`src/rtl/miniRISC_pkg.sv`:
```
// Shared definitions for the miniRISC fetch path: datapath width and the
// fetch sequencer state encoding.
package miniRISC_pkg;

    localparam int WORD_W = 32;

    localparam logic [1:0] ST_IDLE   = 2'd0;
    localparam logic [1:0] ST_REQ    = 2'd1;
    localparam logic [1:0] ST_HOLD   = 2'd2;
    localparam logic [1:0] ST_HALTED = 2'd3;

endpackage

```
`src/rtl/pc_register.sv`:
```
// Word-wide register with synchronous active-high reset to a fixed value
// and a load enable; used to hold the program counter.
module pc_register
    import miniRISC_pkg::*;
#(
    parameter logic [WORD_W-1:0] RESET_VAL = '0
) (
    input  logic              clk,
    input  logic              rst,
    input  logic              load,
    input  logic [WORD_W-1:0] d,
    output logic [WORD_W-1:0] q
);

    always_ff @(posedge clk) begin
        if (rst) begin
            q <= RESET_VAL;
        end else if (load) begin
            q <= d;
        end
    end

endmodule

```
`src/rtl/pc_fetch_sequencer.sv`:
```
// Program counter and instruction fetch sequencer for the miniRISC core.
// The next-PC mux lives outside: npc_plus4 feeds its ZERO leg, next_pc is its output.
module pc_fetch_sequencer
    import miniRISC_pkg::*;
#(
    parameter logic [WORD_W-1:0] RESET_PC = 32'h0000_0000,
    parameter logic [WORD_W-1:0] PC_STEP  = 32'd4
) (
    input  logic              clk,
    input  logic              rst,
    output logic [WORD_W-1:0] npc_plus4,
    input  logic [WORD_W-1:0] next_pc,
    output logic              imem_req,
    output logic [WORD_W-1:0] imem_addr,
    input  logic              imem_rdy,
    input  logic [WORD_W-1:0] imem_data,
    output logic [WORD_W-1:0] instr,
    output logic              instr_valid,
    input  logic              instr_accept,
    input  logic              halt,
    output logic              halted,
    output logic              misalign,
    output logic [WORD_W-1:0] fetch_count,
    output logic [1:0]        fsm_state
);

    // Handshakes: a fetch completes on a cycle with imem_req && imem_rdy; a word
    // is handed to decode on a cycle with instr_valid && instr_accept. imem_rdy
    // outside REQ and instr_accept outside HOLD have no effect.
    logic [1:0]        state;
    logic [1:0]        state_nxt;
    logic [WORD_W-1:0] pc;
    logic              pc_load;

    assign pc_load = (state == ST_HOLD) && instr_accept;

    always_comb begin
        state_nxt = state;
        case (state)
            ST_IDLE:   state_nxt = halt ? ST_HALTED : ST_REQ;
            ST_REQ:    if (imem_rdy) state_nxt = ST_HOLD;
            ST_HOLD:   if (instr_accept) state_nxt = halt ? ST_HALTED : ST_REQ;
            ST_HALTED: if (!halt) state_nxt = ST_REQ;
            default:   state_nxt = ST_IDLE;
        endcase
    end

    always_ff @(posedge clk) begin
        if (rst) begin
            state       <= ST_IDLE;
            instr       <= '0;
            fetch_count <= '0;
            misalign    <= 1'b0;
        end else begin
            state <= state_nxt;
            if ((state == ST_REQ) && imem_rdy) begin
                instr <= imem_data;
            end
            if (pc_load) begin
                fetch_count <= fetch_count + 1'b1;
                misalign    <= misalign | (next_pc[1:0] != 2'b00);
            end
        end
    end

    // The low address bits are dropped on load; misalign records that they were set.
    pc_register #(
        .RESET_VAL(RESET_PC)
    ) u_pc (
        .clk  (clk),
        .rst  (rst),
        .load (pc_load),
        .d    ({next_pc[WORD_W-1:2], 2'b00}),
        .q    (pc)
    );

    assign npc_plus4   = pc + PC_STEP;
    assign imem_addr   = pc;
    assign imem_req    = (state == ST_REQ);
    assign instr_valid = (state == ST_HOLD);
    assign halted      = (state == ST_HALTED);
    assign fsm_state   = state;

endmodule

```
`config.mk`:
```
export PLATFORM = sky130hd
export DESIGN_NAME = pc_fetch_sequencer
export DESIGN_NICKNAME = d
export VERILOG_FILES = /design/src/rtl/miniRISC_pkg.sv /design/src/rtl/pc_register.sv /design/src/rtl/pc_fetch_sequencer.sv
export SDC_FILE = /design/constraint.sdc
export NUM_CORES = 1
export LEC_CHECK = 0
export CAP_MARGIN = 0
export CORE_UTILIZATION = 39
export CTS_BUF_LIST = sky130_fd_sc_hd__clkbuf_4
export CTS_CLUSTER_DIAMETER = 50
export DETAILED_ROUTE_END_ITERATION = 8
export PLACE_DENSITY_LB_ADDON = 0.12
export SYNTH_ARGS = -nofsm -noshare
export SYNTH_HDL_FRONTEND = slang
export SYNTH_HIERARCHICAL = 1
export SYNTH_SLANG_ARGS = --single-unit
```
`constraint.sdc`:
```
create_clock -name clk -period 1.7 [get_ports clk]
set_input_delay 0.17 -clock clk [delete_from_list [all_inputs] [get_ports clk]]
set_output_delay 0.17 -clock clk [all_outputs]
set_load 0.005 [all_outputs]
```
Yosys cells after proc, flatten, opt, wreduce, memory -nomap -nowiden
Index checks and enable logic that the tools add are counted.

Register bits: 97. Logic and storage cells: 24. Output and inout bits: 134.

Reductions and logical operators: 5. Muxes and demuxes: 5. $add $sub $neg: 2. Bitwise operators: 1. Equality and inequality tests: 6.

Operators with widths (number): $add 32x1->32 const B (1); $add 32x3->32 const B (1); $mux 2 (4); $pmux 2 s4 (1); $eq 2x2->1 const B (2); $ne 2x1->1 const B (2); $reduce_and 3->1 (1); $eq 2x1->1 const B (1); $logic_and 1x1->1 (2); $logic_not 2->1 (1); $ne 2x2->1 const B (1); $reduce_bool 2->1 (1); $or 1x1->1 (1).

Longest topological paths before layout
Depth in word-level cells: 3. Mapped depth: 7. Gate-level depth less buffers: 5.

By module
The synthesis kept the hierarchy.

Modules (own cells, without submodules): pc_fetch_sequencer (cells each 417, times used 1, area an instance 3271.9 µm²); pc_register (cells each 103, times used 1, area an instance 1163.6 µm²).

Worst setup path before layout
OpenSTA, ideal clock, no wires.

Path type: register -> register. From: register fetch_count[9]. To: register fetch_count[23]. Clock period less this slack: 1.904 ns. Data arrival time: 1.834 ns. Stages on the path, launching flop included: 6. Setup slack: -0.204 ns. Library setup time: 0.070 ns. Data required time: 1.630 ns. Buffers on the path: 1. Cells stage by stage: dfxtp_1 nand4_1 or4_4 buf_6 or4_1 a21oi_1.

Cells in the longest elaborated chain, start to end: 1.

RTL lines: from (decl) (line pc_fetch_sequencer.sv:23) `output logic [WORD_W-1:0] fetch_count,`; from (signal assigned) (line pc_fetch_sequencer.sv:60) `fetch_count <= fetch_count + 1'b1;`; $add 32x1->32 (line pc_fetch_sequencer.sv:60).

No other way between the ends. A chain may end at the register's enable or synchronous reset.

Final worst setup path
From: register u_pc.q[17]. To: output npc_plus4[27].

Cells in the longest elaborated chain, start to end: 1.

RTL lines: from (decl) (line pc_register.sv:12) `output logic [WORD_W-1:0] q`; from (signal assigned) (line pc_register.sv:17) `q <= RESET_VAL;`; from (signal assigned) (line pc_register.sv:19) `q <= d;`; $add 32x3->32 (line pc_fetch_sequencer.sv:77) `assign npc_plus4 = pc + PC_STEP;`; to (decl) (line pc_fetch_sequencer.sv:11) `output logic [WORD_W-1:0] npc_plus4,`.

No other way between the ends.

==> impl_metrics.ini <==
[global_routing]
grt-ovfl-total = 0
grt_max_degree = 93
grt_pass1_wl_um = 23100
antenna_found_initial = 0
grt_use_total = 0.249
grt_pass1_vias = 4874

[status]
violations = negative setup slack
status = finished, violations left

[setup_path]
worstPathMaxFanout = 4
cp.arrival_ns = 2.15
reg2reg_depth = 5
startpoint_type = register
r2r-start = fetch_count[15]$_SDFFE_PP0P_
path_class = register to output port
cp-end-kind = output port
r2r-end = fetch_count[20]$_SDFFE_PP0P_
cp.required_ns = 1.53
r2r_slack_ns = -0.15

[route]
via_per_inst = 5.14
drc_errors = 0
drtPass1Iterations = 4
antenna_left = 0
wirelength_um = 16000
wl_per_cell_um = 16.0
vias = 5136
drt_iter0_markers = 307

[floorplan]
die_h_um = 109
fp.coreArea_um2 = 11000
start_util = 0.404
die_width_um = 109
ios = 203
num_rows = 38
fp.dieArea_um2 = 11800

[layout]
layout_common_cells = clkdlybuf4s50_1, buf_4, nand2_1, dfxtp_1, a21oi_1
final_core_util = 0.745
ff_latch_area_um2 = 2050
multiInputGateArea_um2 = 2640
area_growth_pct = 84.4
drive_above_1_share = 0.351
final_common_cell = clkdlybuf4s50_1
n_antenna_cell = 0
n_fill_cell = 764
fin_nets = 926
fin_area_um2 = 8180

[sta]
fin_setup_tns_ns = -10.28
finalCriticalPeriod_ns = 2.32
fin_ws_ns = -0.618
slew_violations = 0
fin_crit_sh = 1.36
finClkSkew_ns = 0.0191
finalHoldViolCount = 0
setup_violations = 38
rsz0062_at_grt = yes
max_freq_ghz = 0.431

[clock_tree]
clockRootBuffer = clkbuf_4
cts_tree = done
clk_latency_ns = 0.46
clock_sinks = 99
clock_path_buffers = 2
path_clk_slew_ns = 0.16
htreeDepth = 3
cts_buffers = 9

[power_and_ir_drop]
leakagePower_uw = 0.00334
p_total_uw = 4390
power_density_nw_per_um2 = 537
peakVddDrop_mv = 0.436

[placed_design]
place_area_um2 = 7220
dp_hpwl_um = 10300
place_congestion = 0.867
port-buffer-count = 202

[hold_path]
hold_path.class = primary input to register
hold_start = imem_data[2]
holdPathStages = 3
min_to = instr[2]$_SDFFE_PP0P_

[job]
maxCapViolations = 0

[logic_synthesis]
ys_seq_area_frac = 0.447
syn_inst = 520
netlist_area_um2 = 4440
ys_warn_count = 6
synth_area_per_cell_um2 = 8.53
netlist-cell-type-count = 36
ys_seq_elements = 99
-- worst max-delay path: stages (launching register included) --
cell     delay (ns)
dfxtp_1        0.38
nand3_1        0.15
nor4_4         0.33
buf_4          0.21
buf_6          0.10
nand4_1        0.09
xnor2_1        0.26
buf_2          0.16
-- area by class of cell --
class / instances / area share
clock buffers: 9 / 0.00826
clock inverters: 7 / 0.00826
inverters: 10 / 0.00490
multi-input cells: 385 / 0.322
flip-flops and latches: 99 / 0.251
well taps: 140 / 0.0214
repair buffers: 350 / 0.384
-- per-layer routing --
layer  wire (µm)  up-vias  GRT usage  share of wire
met4         309        0     0.0859          0.019
met2        8270      198      0.455           0.52
li1            -     2495          -              -
met1        6440     2419      0.289           0.40
met5           0        -          0              0
met3        1030       24     0.0448          0.064
-- cells by family after synthesis --
family	synth area share
simple gates	0.250
compound gates	0.0993
fa+ha+maj	0.00564
buf+inv	0.0502
mux	0.0722
flops	0.447
xor+xnor	0.0750
other cells	0.000845
-- Yosys cell counts --
cell type / n / share of area
dfxtp_1: 99 / 0.45
nand2_1: 86 / 0.073
a21oi_1: 55 / 0.062
nor2_1: 47 / 0.040
mux2i_1: 32 / 0.072
xnor2_1: 29 / 0.057
nand3_1: 24 / 0.027
clkbuf_1: 22 / 0.019
nand4_1: 20 / 0.028
or4_1: 14 / 0.024
o31ai_1: 13 / 0.022
inv_1: 10 / 0.0085
o21ai_0: 9 / 0.010
xor2_1: 9 / 0.018
and3_1: 7 / 0.0099
or3_1: 7 / 0.0099
and4_1: 6 / 0.012
nor4_1: 4 / 0.0056
and2_1: 3 / 0.0042
buf_12: 3 / 0.014
buf_4: 2 / 0.0034
buf_6: 2 / 0.0051
ha_1: 2 / 0.0056
nor2b_1: 2 / 0.0028
nor3_1: 2 / 0.0023
a211oi_1: 1 / 0.0017
a31oi_1: 1 / 0.0014
buf_2: 1 / 0.0011
conb_1: 1 / 0.00085
nand2b_1: 1 / 0.0014
nand3b_1: 1 / 0.0017
nand4_2: 1 / 0.0028
o41ai_1: 1 / 0.0020
or2_2: 1 / 0.0014
or3b_2: 1 / 0.0020
or4_4: 1 / 0.0025
-- worst max-delay path by stage --
stage,from,endpoint,slack [ns],depth (start not counted)
after floorplan,fetch_count[7]$_SDFFE_PP0P_,fetch_count[23]$_SDFFE_PP0P_,-0.08,5
after global placement,u_pc/q[8]$_SDFFE_PP0P_,npc_plus4[29],-0.27,6
after detailed placement,u_pc/q[7]$_SDFFE_PP0P_,npc_plus4[31],-0.29,6
after CTS,u_pc/q[8]$_SDFFE_PP0P_,npc_plus4[25],-0.50,9
after global routing,u_pc/q[16]$_SDFFE_PP0P_,npc_plus4[27],-0.71,7
final,u_pc/q[17]$_SDFFE_PP0P_,npc_plus4[27],-0.62,7
-- what timing repair did --
action	CTS	global route
gates cloned	3	1
pin swaps	51	32
resized for setup	193	74
endpoints found under the setup margin	55	63
endpoints found under the hold margin	0	1
buffers inserted	26	25
hold buffers	0	1
-- report_power, final --
group | switching (µW) | internal (µW) | total (µW)
sequential | 42.4 | 2390 | 2430
combinational | 290 | 424 | 714
clock | 803 | 447 | 1250
-- through the flow --
stage               setup WS, ns  std cells  hold WS [ns]
floorplan                -0.0818        521         0.242
global placement          -0.266        929         0.438
detailed placement        -0.293        929         0.444
CTS                       -0.499        974       0.00362
global route              -0.712       1000         0.200
finish                    -0.618       1000         0.231
-- flip-flops by register name, indices dropped and copies added (netlist names) --
register / cells
fetch_count: 32
instr: 32
fsm_state: 2
misalign: 1
u_pc/q: 32
Note: power is estimated with default switching activity, not from simulation.
